## src/rtl/gf180mcu_fd_sc_mcu7t5v0__dlyline_pkg.sv

```systemverilog
// Shared helpers for the clocked delay-line cell family: select-width derivation,
// select clamping and the per-edge line operation.
package gf180mcu_fd_sc_mcu7t5v0__dlyline_pkg;

    // Operation applied to the whole line on a rising clock edge.
    typedef enum logic [1:0] {
        OP_HOLD  = 2'd0,
        OP_SHIFT = 2'd1,
        OP_FLUSH = 2'd2
    } dly_op_e;

    // Bits needed to encode a delay of 0..depth cycles.
    function automatic int unsigned dly_sel_width(input int unsigned depth);
        return $clog2(depth + 1);
    endfunction

    // Effective delay: any request beyond the physical depth saturates at depth.
    function automatic int unsigned dly_sel_clamp(input int unsigned sel,
                                                  input int unsigned depth);
        return (sel > depth) ? depth : sel;
    endfunction

    // Flush wins over enable; a flushed edge never captures the input.
    function automatic dly_op_e dly_decode_op(input logic flush, input logic en);
        if (flush) return OP_FLUSH;
        if (en)    return OP_SHIFT;
        return OP_HOLD;
    endfunction

endpackage

```

## src/rtl/gf180mcu_fd_sc_mcu7t5v0__dlyline_stage.sv

```systemverilog
// One WIDTH-bit storage stage of the delay line: async reset and sync flush to
// RST_VAL, load on enable.
module gf180mcu_fd_sc_mcu7t5v0__dlyline_stage #(
    parameter int unsigned      WIDTH   = 1,
    parameter logic [WIDTH-1:0] RST_VAL = '0
) (
    input  logic             CLK,
    input  logic             RST,
    input  logic             EN,
    input  logic             FLUSH,
    input  logic [WIDTH-1:0] D,
    output logic [WIDTH-1:0] Q
);

    // NOTE: every stage is reset, not just the fill counter, because Z exposes
    // stage contents directly and must read RST_VAL straight out of reset.
    // NOTE: non-blocking assignments keep all stages sampling the pre-edge values,
    // which is what makes the chain shift by exactly one position per edge.
    always_ff @(posedge CLK or posedge RST) begin
        if (RST) begin
            Q <= RST_VAL;
        end else if (FLUSH) begin
            Q <= RST_VAL;
        end else if (EN) begin
            Q <= D;
        end
    end

endmodule

```

## src/rtl/gf180mcu_fd_sc_mcu7t5v0__dlyline_func.sv

```systemverilog
// Clocked delay line: WIDTH-bit bus delayed by a run-time selectable 0..DEPTH enabled
// edges, with a fill counter that marks Z as a genuine sample.
module gf180mcu_fd_sc_mcu7t5v0__dlyline_func
    import gf180mcu_fd_sc_mcu7t5v0__dlyline_pkg::*;
#(
    parameter int unsigned      WIDTH   = 1,
    parameter int unsigned      DEPTH   = 8,
    parameter logic [WIDTH-1:0] RST_VAL = '0,
    localparam int unsigned     SELW    = dly_sel_width(DEPTH)
) (
`ifdef USE_POWER_PINS
    inout  wire              VDD,
    inout  wire              VSS,
`endif
    input  logic             CLK,
    input  logic             RST,
    input  logic             EN,
    input  logic             FLUSH,
    input  logic [WIDTH-1:0] I,
    input  logic [SELW-1:0]  SEL,
    output logic [WIDTH-1:0] Z,
    output logic             ZV
);

    localparam logic [SELW-1:0] FULL = SELW'(DEPTH);

    dly_op_e         op;
    logic [SELW-1:0] fcnt;
    logic [SELW-1:0] sel_eff;
    logic [WIDTH-1:0] stage_q [DEPTH];

    assign op      = dly_decode_op(FLUSH, EN);
    assign sel_eff = SELW'(dly_sel_clamp(32'(SEL), DEPTH));

    // Stage k holds the sample captured k+1 enabled edges ago.
    for (genvar k = 0; k < DEPTH; k++) begin : g_stage
        if (k == 0) begin : g_head
            gf180mcu_fd_sc_mcu7t5v0__dlyline_stage #(
                .WIDTH   (WIDTH),
                .RST_VAL (RST_VAL)
            ) u_stage (
                .CLK   (CLK),
                .RST   (RST),
                .EN    (EN),
                .FLUSH (FLUSH),
                .D     (I),
                .Q     (stage_q[k])
            );
        end else begin : g_tail
            gf180mcu_fd_sc_mcu7t5v0__dlyline_stage #(
                .WIDTH   (WIDTH),
                .RST_VAL (RST_VAL)
            ) u_stage (
                .CLK   (CLK),
                .RST   (RST),
                .EN    (EN),
                .FLUSH (FLUSH),
                .D     (stage_q[k-1]),
                .Q     (stage_q[k])
            );
        end
    end

    // Fill count saturates at DEPTH so a full line stays valid indefinitely.
    always_ff @(posedge CLK or posedge RST) begin
        if (RST) begin
            fcnt <= '0;
        end else begin
            case (op)
                OP_FLUSH: fcnt <= '0;
                OP_SHIFT: if (fcnt != FULL) fcnt <= fcnt + SELW'(1);
                default:  ;
            endcase
        end
    end

    // NOTE: Z and ZV get their bypass values first so every path through this
    // block assigns them and no latch is inferred.
    always_comb begin
        Z  = I;
        ZV = 1'b1;
        if (sel_eff != '0) begin
            Z = RST_VAL;
            for (int k = 0; k < int'(DEPTH); k++) begin
                if (sel_eff == SELW'(k + 1)) Z = stage_q[k];
            end
            ZV = (fcnt >= sel_eff);
        end
    end

endmodule

```

## config.mk

```make
export PLATFORM = sky130hd
export DESIGN_NAME = gf180mcu_fd_sc_mcu7t5v0__dlyline_func
export DESIGN_NICKNAME = d
export VERILOG_FILES = /design/src/rtl/gf180mcu_fd_sc_mcu7t5v0__dlyline_pkg.sv /design/src/rtl/gf180mcu_fd_sc_mcu7t5v0__dlyline_stage.sv /design/src/rtl/gf180mcu_fd_sc_mcu7t5v0__dlyline_func.sv
export SDC_FILE = /design/constraint.sdc
export NUM_CORES = 1
export LEC_CHECK = 0
export ABC_AREA = 1
export BUFFER_PORTS_ARGS = -buffer_cell sky130_fd_sc_hd__buf_2
export CAP_MARGIN = 20
export CORE_MARGIN = 3
export CORE_UTILIZATION = 50
export CTS_CLUSTER_DIAMETER = 80
export CTS_CLUSTER_SIZE = 10
export DETAILED_ROUTE_END_ITERATION = 7
export PLACE_DENSITY = 0.73
export SYNTH_ARGS = -nofsm -noshare
export SYNTH_HDL_FRONTEND = slang
export SYNTH_HIERARCHICAL = 1
export SYNTH_SLANG_ARGS = --single-unit
```

## constraint.sdc

```tcl
create_clock -name CLK -period 1.2 [get_ports CLK]
set_clock_uncertainty 0.15 [all_clocks]
set_input_delay 0 -clock CLK [delete_from_list [all_inputs] [get_ports CLK]]
set_output_delay 0 -clock CLK [all_outputs]
set_load 0.02 [all_outputs]
```

Word level (Yosys, flattened, before mapping)
Index checks and enable logic that the tools add are counted.
{"block": "totals", "out_inout_bits": 2, "register_bits": 12, "inputBits": 9}
{"block": "classes", "reduce_logical": 4, "n_mux": 36, "magnitude_cmp": 2, "add_sub_neg": 1, "eq_ne": 12}
{"op": "two-way mux 1 bit", "n": 29}
{"op": "equality test 4 x 3 -> 1 bit (second input constant)", "n": 4}
{"op": "equality test 4 x 2 -> 1 bit (second input constant)", "n": 2}
{"op": "two-way mux 2 bit", "n": 4}
{"op": "two-way mux 4 bit", "n": 2}
{"op": "case mux 4 bit (2 select lines)", "n": 1}
{"op": "adder 4 x 1 -> 4 bit (second input constant)", "n": 1}
{"op": "equality test 4 x 1 -> 1 bit (second input constant)", "n": 1}
{"op": "equality test 4 bit (second input constant)", "n": 1}
{"op": ">= comparator 4 bit", "n": 1}
{"op": "> comparator 4 bit (second input constant)", "n": 1}
{"op": "inequality test 4 bit (second input constant)", "n": 1}
{"op": "nonzero test 2 bit", "n": 2}
{"op": "nonzero test 4 bit", "n": 1}
{"op": "equality test 2 x 1 -> 1 bit (second input constant)", "n": 1}
{"op": "equality test 2 bit (second input constant)", "n": 1}
{"op": "inequality test 2 bit (second input constant)", "n": 1}
{"op": "AND reduction 2 bit", "n": 1}

Logic depth before layout (Yosys ltp)
Gate-level depths: netlist of the first run.
{"block": "depth", "ltp_word": 12, "mapped_depth": 9, "mapped_depth_nobuf": 9}

Cells and area by module
The synthesis of the first run kept the hierarchy.
{"module": "gf180mcu_fd_sc_mcu7t5v0__dlyline_func", "area_per_inst_um2": 475.5, "n_inst": 1, "cells_per_inst": 77, "seq_area_each_um2": 100.1}
{"module": "gf180mcu_fd_sc_mcu7t5v0__dlyline_stage", "area_per_inst_um2": 48.8, "n_inst": 8, "cells_per_inst": 7, "seq_area_each_um2": 25.0}

Least setup slack after synthesis of the first run
Ideal clock, no wire load.
{"block": "synth_timing", "kind": "register to register", "from": "reg fcnt[1]", "to": "reg fcnt[2]", "setup_ns": 0.118, "slack_ns": -0.025, "stages_incl_launch_ff": 5, "arrival_time_ns": 0.957, "cell_sequence": "dfrtp_1 > ha_1 > or2_2 > nand4_1 > nand2_1"}
{"block": "synth_via", "elab_chain_cells": 3}
{"item": "from (decl)", "line": "gf180mcu_fd_sc_mcu7t5v0__dlyline_func.sv:28", "rtl": "logic [SELW-1:0] fcnt;"}
{"item": "from (signal assigned)", "line": "gf180mcu_fd_sc_mcu7t5v0__dlyline_func.sv:71", "rtl": "OP_SHIFT: if (fcnt != FULL) fcnt <= fcnt + SELW'(1);"}
{"item": "adder 4 x 1 -> 4 bit or inequality test 4 bit (tied branches)", "line": "gf180mcu_fd_sc_mcu7t5v0__dlyline_func.sv:71"}
{"item": "two-way mux 4 bit or inequality test 2 bit (tied branches)"}
{"item": "case mux 4 bit (2 select lines) or AND reduction 2 bit (tied branches)"}
Parallel ways exist; a longest one is shown, timed or not. The select of a mux whose other input is x is not followed.
A chain may end at the register's enable or synchronous reset.

Worst setup path in the final report of the first run
{"block": "layout_timing", "from": "reg fcnt[1]", "to": "out ZV"}
{"block": "layout_via", "elab_chain_cells": 2}
{"item": ">= comparator 4 bit", "line": "gf180mcu_fd_sc_mcu7t5v0__dlyline_func.sv:87", "rtl": "ZV = (fcnt >= sel_eff);"}
{"item": "two-way mux 1 bit", "line": "gf180mcu_fd_sc_mcu7t5v0__dlyline_func.sv:82", "rtl": "if (sel_eff != '0) begin"}
{"item": "to (decl)", "line": "gf180mcu_fd_sc_mcu7t5v0__dlyline_func.sv:22", "rtl": "output logic ZV"}
No other way between the ends.

==> results.toml, run 1 <==
[die]
dieArea_mm2 = 0.00227
core_mm2 = 0.00156
start_util_pct = 55.5
die_w_um = 47.6
num_rows = 14
die-height_um = 47.6
ioPinCount = 11

[synth]
synthTopCellsByArea = "dfrtp_1, nand2_1, inv_1, nand3_1, ha_1"
synth_nets = 148
syn_area_um2 = 866
ys_ff_latch = 12
synth_cells = 133
ys_warn_count = 6
synth_top_area_share_pct = 34.7
yosys.area.top_type = "dfrtp_1"
seq_area_frac_synth_pct = 34.7
syn_area_per_cell_um2 = 6.51
synth_cell_types = 15

[final_layout]
finalNonFillerCells = 181
utilization_pct = 77.9
multi_input_area_um2 = 514
nNetsFinal = 181
seq_area_um2 = 302
layout-area-overhead-vs-synth_pct = 40.3
fillCellCount = 111
drive_above_1_share_pct = 29.7
n_antenna_cell = 0

[sta]
hold_viol = 0
finalCritPeriodShare_pct = 131
setup_viol = 6
rsz0062_at_grt = "yes"
layout_setup_ws_ns = -0.377
tightestPinTransition_ns = 0.228
fin_crit_ns = 1.58
finalMaxSlewViolations = 0
max_freq_mhz = 634
maxSlewHeadroom_pct = 84.7

[routing]
drtPass1Iterations = 4
vias_per_cell = 5.22
detail_route.wl_per_cell_um = 12.7
drt-total-wl_mm = 2.31
ant_nets = 0
drt_iter0_markers = 28
drc_errors = 0
vias = 944

[cts]
cts_sinks = 12
clk_pin_slew_ns = 0.08
numCtsBuffers = 3
clock_path_buffers = 2
cts_tree = "built"
cts_max_level = 1
clock-root-buffer = "clkbuf_4"
clock_latency_ns = 0.28

[worst_setup_path]
worstPathCellList = "ha_4 -> inv_2 -> o21bai_1 -> nand3_1 -> nand4_1 -> buf_4"
cp-end-kind = "output pin"
worstPathMaxFanout = 2
cpPeakStageDelay_ns = 0.42
cp-start-kind = "flop"
worstPathRequired_ns = 1.05
path_buf_inv = 2
crit_arrival_ns = 1.43
path_delay_family = "flip-flops"
slowest_stage = "dfrtp_1"
worst-setup-path-type = "reg -> out"

[outcome]
failed_checks = "setup timing"
outcome = "finished with violations"

[job]
drv_cap = 0

[grt]
grt_pass1_wl_mm = 3.66
grt.met2_usage_pct = 40.4
busiest_layer = "met2"
met1_usage_pct = 27.2
first_global_vias = 893
use_met3_pct = 5.26
track_usage_pct = 23.5
gr-total-overflow = 0
antenna_found_initial = 0
grt_max_degree = 18

[power]
switchingPower_mw = 0.318
leakagePower_nw = 0.719
combPwrFrac_pct = 26.7
p_clk_share_pct = 32.4
intPower_mw = 0.728
switching_share_pct = 30.4
power_density_mw_per_mm2 = 861
p_seq_share_pct = 40.9
ir_drop_mv = 0.634

[placement]
dp_cells = 166
numPortBuffers = 10
post-place-ws_ns = -0.155
place_hpwl_mm = 1.45
gp_congestion = 0.786

[hold_path]
worstHoldPathType = "in -> async"
registers in the layout (all words and copies together) (netlist names):
signal,flops
fcnt,4
g_stage.g_tail.u_stage/Q,7
g_stage.g_head.u_stage/Q,1
path summary, 6_finish.rpt:
check / to / slack [ns] / cells past startpoint / startpoint
max in group asynchronous: fcnt[3] / 0.65 / 3 / RST
worst max register to register: fcnt[2] / -0.32 / 6 / fcnt[1]
worst max-delay path: ZV / -0.38 / 6 / fcnt[1]
worst min-delay path: g_stage[6].g_tail.u_stage/Q / 0.02 / 3 / RST
min in group CLK: g_stage[5].g_tail.u_stage/Q / 0.02 / 4 / EN
worst min register to register: g_stage[7].g_tail.u_stage/Q / 0.35 / 2 / g_stage[7].g_tail.u_stage/Q
what timing repair did:
action	in CTS	in global routing
endpoints found under the hold margin	15	0
gates cloned	0	0
buffers inserted	6	3
endpoints found under the setup margin	6	6
hold buffers	3	0
pin swaps	5	4
gates resized for setup	19	8
cells by family (layout without fill, tap and decap cells):
group | count (synthesis) | after routing | synth area share, %
compound gates | 6 | 6 | 3.76
xor+xnor | 1 | 1 | 1.01
fa+ha+maj | 6 | 6 | 8.67
buf+inv | 35 | 67 | 15.2
flops | 12 | 12 | 34.7
simple gates | 73 | 73 | 36.7
synthesized netlist by cell type, drive strengths merged:
master	n
or2	1
dfrtp	12
o21ai	3
ha	6
nand4	3
nand2	38
o21bai	1
nor2	12
xor2	1
inv	35
nand3	19
a21oi	2
placed cells by master (no fill, tap or decap):
| cell | count |
|---|---|
| nand2_1 | 35 |
| inv_1 | 30 |
| nand3_1 | 16 |
| buf_4 | 14 |
| nor2_1 | 11 |
| dfrtp_1 | 11 |
| buf_2 | 8 |
| inv_2 | 4 |
| nand4_1 | 3 |
| ha_4 | 3 |
| clkbuf_4 | 3 |
| dlygate4sd3_1 | 3 |
| buf_6 | 3 |
| nand2_4 | 2 |
| o21ai_2 | 2 |
| a21oi_1 | 2 |
| nand3_2 | 2 |
| ha_1 | 2 |
| nand3_4 | 1 |
| nand2_2 | 1 |
| inv_4 | 1 |
| or2_2 | 1 |
| nor2_2 | 1 |
| o21bai_1 | 1 |
| xor2_1 | 1 |
| o21ai_1 | 1 |
| ha_2 | 1 |
| clkbuf_8 | 1 |
| dfrtp_2 | 1 |
layer usage:
metal / routed length [um] / share of wire, %
met5: 0 / 0
met4: 57 / 2.5
met3: 142 / 6.2
met2: 1160 / 50
met1: 947 / 41
power groups by stage:
stage | Sequential [mW] | Clock [mW] | Combinational (mW)
3_5_place_dp | 0.436 | 0 | 0.193
4_1_cts | 0.426 | 0.340 | 0.259
5_1_grt | 0.430 | 0.373 | 0.311
3_3_place_gp | 0.435 | 0 | 0.186
6_report | 0.428 | 0.339 | 0.279
2_1_floorplan | 0.433 | 0 | 0.111
worst reg2reg max path, stage by stage (launching register included):
cell and delay (ns):
dfrtp_1 0.42, buf_4 0.15, buf_6 0.12, ha_2 0.17, or2_2 0.26, nand4_1 0.09
nand2_1 0.06
through the flow:
step | power, mW | setup TNS (ns) | area, um2 | hold slack [ns]
2_1_floorplan | 0.544 | -0.0336 | 881 | -0.421
6_report | 1.05 | -1.69 | 1210 | 0.0162
4_1_cts | 1.02 | -1.36 | 1180 | 0.0168
3_5_place_dp | 0.630 | -0.561 | 1000 | -0.233
5_1_grt | 1.11 | -2.10 | 1210 | 0.0160
3_3_place_gp | 0.621 | -0.325 | 1000 | -0.222
area by class of cell:
type | instances | area share, %
clock buffers | 4 | 2.99
inverters | 35 | 11.0
multi-input cells | 86 | 42.3
flip-flops and latches | 12 | 24.8
well taps | 16 | 1.65
repair buffers | 28 | 17.2
Note: power is estimated with default switching activity, not from simulation.
==> run 2, diff against run 1 <==
Settings changed: CORE_MARGIN 3 to 5.
==> results.toml, run 2 (same netlist as run 1, synthesis figures left out) <==
[final_layout]
top_register = "g_stage.g_tail.u_stage/Q"
layout-area-overhead-vs-synth_pct = 46.1
drive_above_1_share_pct = 31.0
top_regs = "g_stage.g_tail.u_stage/Q x7, fcnt x4, g_stage.g_head.u_stage/Q x1"
finalNonFillerCells = 188
final_cell_mix = "nand2_1, inv_1, buf_4"
largest_reg_flops = 7
layout_commonest_cell = "nand2_1"
nNetsFinal = 187
n_antenna_cell = 0

[hold_path]
worstHoldPathType = "in -> async"

[grt]
use_met3_pct = 2.58
busiest_layer = "met2"
track_usage_pct = 18.2
met1_usage_pct = 21.2
antenna_found_initial = 0
gr-total-overflow = 0
first_global_vias = 885
grt_pass1_wl_mm = 3.59
grt.met2_usage_pct = 32.2
grt_max_degree = 17

[sta]
setup_viol = 6
layout_setup_ws_ns = -0.365
rsz0062_at_grt = "yes"
finalCritPeriodShare_pct = 130
max_freq_mhz = 639
setup_tns_ns = -1.72
finalMaxSlewViolations = 0
tightestPinTransition_ns = 0.266
fin_crit_ns = 1.57
hold_viol = 0
maxSlewHeadroom_pct = 82.2

[routing]
vias_per_cell = 5.01
ant_nets = 0
drt_iter0_markers = 19
detail_route.wl_per_cell_um = 12.1
vias = 942
drtPass1Iterations = 4
drc_errors = 0
drt-total-wl_mm = 2.28

[cts]
numCtsBuffers = 3
cts_tree = "built"
clk_pin_slew_ns = 0.08
cts_max_level = 1
cts_sinks = 12
clock-root-buffer = "clkbuf_4"
clock_path_buffers = 2
clock_latency_ns = 0.28

[worst_setup_path]
worstPathRequired_ns = 1.05
crit_arrival_ns = 1.42
cp-start-kind = "flop"
reg2reg_depth = 6
rrSetupSlack_ns = -0.35
slowest_stage = "dfrtp_1"
r2r_end = "fcnt[2]"
cpPeakStageDelay_ns = 0.42
cp-end-kind = "output pin"
worstPathMaxFanout = 2
worst-setup-path-type = "reg -> out"
worstPathCellList = "ha_4 -> inv_2 -> o21bai_1 -> nand3_1 -> nand4_1 -> buf_4"
r2r_start = "fcnt[1]"

[die]
num_rows = 15
die_w_um = 51.6
core_mm2 = 0.00169
dieArea_mm2 = 0.00266
die-height_um = 51.6
start_util_pct = 51.3
ioPinCount = 11

[power]
power_mw = 1.05
ir_drop_mv = 0.635
leakagePower_nw = 0.750
switching_share_pct = 29.8
combPwrFrac_pct = 27.5
intPower_mw = 0.736
p_seq_share_pct = 40.8
p_clk_share_pct = 31.8
power_density_mw_per_mm2 = 829
switchingPower_mw = 0.313

[outcome]
failed_checks = "setup timing"
outcome = "finished with violations"

[placement]
gp_congestion = 0.763
place_hpwl_mm = 1.48
dp_cells = 170
numPortBuffers = 10

[job]
drv_cap = 0
run 2: critical path, delay by kind of cell (launching register included):
| family | cells | cell delay [ns] |
|---|---|---|
| and+or+nand+nor | 2 | 0.15 |
| DFF | 1 | 0.42 |
| adders and majority gates | 1 | 0.29 |
| buffers and inverters | 2 | 0.17 |
| AOI/OAI and AO/OA | 1 | 0.11 |
run 2: power groups by stage:
stage	combinational, mW	clock, mW	sequential [mW]
2_1_floorplan	0.111	0	0.433
3_3_place_gp	0.190	0	0.435
6_report	0.288	0.333	0.427
4_1_cts	0.237	0.339	0.428
5_1_grt	0.321	0.357	0.428
3_5_place_dp	0.200	0	0.437
run 2: routing by layer:
metal  routed length, um  share of wire (%)
met1                1030                 45
met2                1110                 49
met3                  86                3.8
met4                  53                2.3
met5                   0                  0
run 2: how the worst max path moves through the flow:
stage	startpoint	endpoint	slack, ns	cells after the start
2_1_floorplan	fcnt[1]	ZV	-0.02	5
3_3_place_gp	SEL[0]	ZV	-0.08	11
3_5_place_dp	fcnt[1]	ZV	-0.14	6
4_1_cts	fcnt[1]	ZV	-0.38	6
5_1_grt	fcnt[1]	ZV	-0.47	6
6_report	fcnt[1]	ZV	-0.37	6
run 2: metrics by stage:
stage	setup slack [ns]	hold WS [ns]	util (%)	area, um2
global placement	-0.0850	-0.233	60.8	1030
floorplan	-0.0177	-0.421	-	881
global route	-0.470	0.0504	74.9	1260
detailed placement	-0.137	-0.234	60.8	1030
finish	-0.365	0.0308	74.9	1260
CTS	-0.375	0.0154	68.1	1150
run 2: final cells by class:
| cell class | instances | area [um2] |
|---|---|---|
| inverters | 35 | 134 |
| repair buffers | 34 | 256 |
| fillers | 124 | 424 |
| multi-input cells | 86 | 517 |
| flip-flops and latches | 12 | 300 |
| well taps | 17 | 21.3 |
| clock buffers | 4 | 36.3 |
run 2: what timing repair did:
| item | CTS | global route |
|---|---|---|
| resized for setup | 8 | 17 |
| endpoints found under the setup margin | 6 | 6 |
| pin swaps | 3 | 7 |
| buffers inserted | 3 | 7 |
| hold endpoints to repair | 17 | 0 |
| hold buffers | 4 | 0 |
==> run 3, diff against run 2 <==
Settings changed: PLACE_DENSITY 0.73 to 0.79.
==> results.toml, run 3 (same netlist as run 1, synthesis figures left out) <==
[placement]
post-place-ws_ns = -0.137
gp_congestion = 0.786
dp_cells = 169
placed_area_mm2 = 0.00102
numPortBuffers = 10
place_hpwl_mm = 1.53

[cts]
clock_path_buffers = 2
cts_tree = "built"
numCtsBuffers = 3
cts_max_level = 1
clk_pin_slew_ns = 0.08
clock_latency_ns = 0.26
cts_sinks = 12
clock-root-buffer = "clkbuf_4"

[routing]
vias = 923
wl_met1_um = 919
drc_errors = 0
ant_nets = 0
drt_iter0_markers = 18
drtPass1Iterations = 4
highest_layer = "met4"
detail_route.wl_per_cell_um = 11.5
met2_length_mm = 1.17
drt-total-wl_mm = 2.16
vias_per_cell = 4.91
met3WireLength_um = 53

[final_layout]
final_cell_mix = "nand2_1, inv_1, buf_4"
drive_above_1_share_pct = 28.1
top_register = "g_stage.g_tail.u_stage/Q"
finalNonFillerCells = 188
largest_reg_flops = 7
fin_area_mm2 = 0.00124
nNetsFinal = 187
layout-area-overhead-vs-synth_pct = 42.8
layout_commonest_cell = "nand2_1"
top_regs = "g_stage.g_tail.u_stage/Q x7, fcnt x4, g_stage.g_head.u_stage/Q x1"
n_antenna_cell = 0

[die]
ioPinCount = 11
start_util_pct = 51.3
die_w_um = 51.6
die-height_um = 51.6
core_mm2 = 0.00169
dieArea_mm2 = 0.00266
num_rows = 15

[power]
power_density_mw_per_mm2 = 814
p_seq_share_pct = 42.5
p_clk_share_pct = 30.7
switching_share_pct = 27.8
intPower_mw = 0.727
combPwrFrac_pct = 26.8
leakagePower_nw = 0.745
power_mw = 1.01
switchingPower_mw = 0.280
ir_drop_mv = 0.676

[worst_setup_path]
rrSetupSlack_ns = -0.35
r2r_end = "fcnt[0]"
reg2reg_depth = 9
cp-end-kind = "output pin"
path_delay_family = "flip-flops"
r2r_start = "fcnt[1]"
worstPathMaxFanout = 2
slowest_stage = "dfrtp_1"
crit_arrival_ns = 1.43
cpPeakStageDelay_ns = 0.42
path_buf_inv = 2
cp-start-kind = "flop"
cp-startpoint = "fcnt[1]"
worstPathCellList = "ha_4 -> inv_2 -> o21bai_1 -> nand3_1 -> nand4_1 -> buf_4"
worstPathRequired_ns = 1.05
worst-setup-path-type = "reg -> out"

[sta]
finalCritPeriodShare_pct = 131
maxSlewHeadroom_pct = 80.0
rsz0062_at_grt = "yes"
layout_setup_ws_ns = -0.377
fin_crit_ns = 1.58
setup_tns_ns = -1.72
hold_viol = 0
finalMaxSlewViolations = 0
tightestPinTransition_ns = 0.299
max_freq_mhz = 634
setup_viol = 6

[hold_path]
worstHoldPathType = "in -> async"

[grt]
grt_pass1_wl_mm = 3.50
antenna_found_initial = 0
track_usage_pct = 17.2
first_global_vias = 891
gr-total-overflow = 0
grt_max_degree = 17

[outcome]
outcome = "finished with violations"
failed_checks = "setup timing"

[job]
drv_cap = 0
-- run 3: worst min-delay path, cell delays in order --
cell and delay, ns:
dlygate4sd3_1 0.54, buf_2 0.18, inv_1 0.07
-- run 3: power groups by stage --
stage | registers [mW] | clock network, mW | logic, mW
5_1_grt | 0.430 | 0.343 | 0.301
3_5_place_dp | 0.436 | 0 | 0.199
2_1_floorplan | 0.433 | 0 | 0.111
3_3_place_gp | 0.435 | 0 | 0.190
6_report | 0.428 | 0.309 | 0.270
4_1_cts | 0.427 | 0.317 | 0.246
-- run 3: worst max-delay path by stage --
| stage | endpoint | slack, ns | depth (start not counted) |
|---|---|---|---|
| 2_1_floorplan | ZV | -0.02 | 5 |
| 3_3_place_gp | fcnt[2] | -0.09 | 7 |
| 3_5_place_dp | ZV | -0.14 | 11 |
| 4_1_cts | ZV | -0.36 | 6 |
| 5_1_grt | ZV | -0.49 | 6 |
| 6_report | ZV | -0.38 | 6 |
-- run 3: cell type report --
| class | instances | area, um2 |
|---|---|---|
| multi-input combinational | 86 | 489 |
| fill | 131 | 453 |
| sequential | 12 | 300 |
| timing repair buffer | 34 | 258 |
| inverter | 35 | 131 |
| clock buffer | 4 | 36.3 |
| tap | 17 | 21.3 |
-- run 3: metal layers --
metal,GRT usage [%],vias to the layer above
met5,0,-
met2,33.3,16
met3,1.72,2
met4,5.24,0
li1,-,477
met1,19.6,428
-- run 3: repair_timing --
action / 4_1_cts / 5_1_grt
resized for setup: 10 / 7
endpoints found under the setup margin: 6 / 6
hold buffers: 6 / 0
setup buffers: 6 / 3
endpoints found under the hold margin: 18 / 0
pin swaps: 4 / 5
-- run 3: per-stage QoR --
| stage | util, % | hold slack (ns) |
|---|---|---|
| CTS | 70.6 | 0.0426 |
| floorplan | - | -0.421 |
| global placement | 60.4 | -0.232 |
| detailed placement | 60.4 | -0.227 |
| finish | 73.2 | 0.0467 |
| global route | 73.2 | 0.0520 |
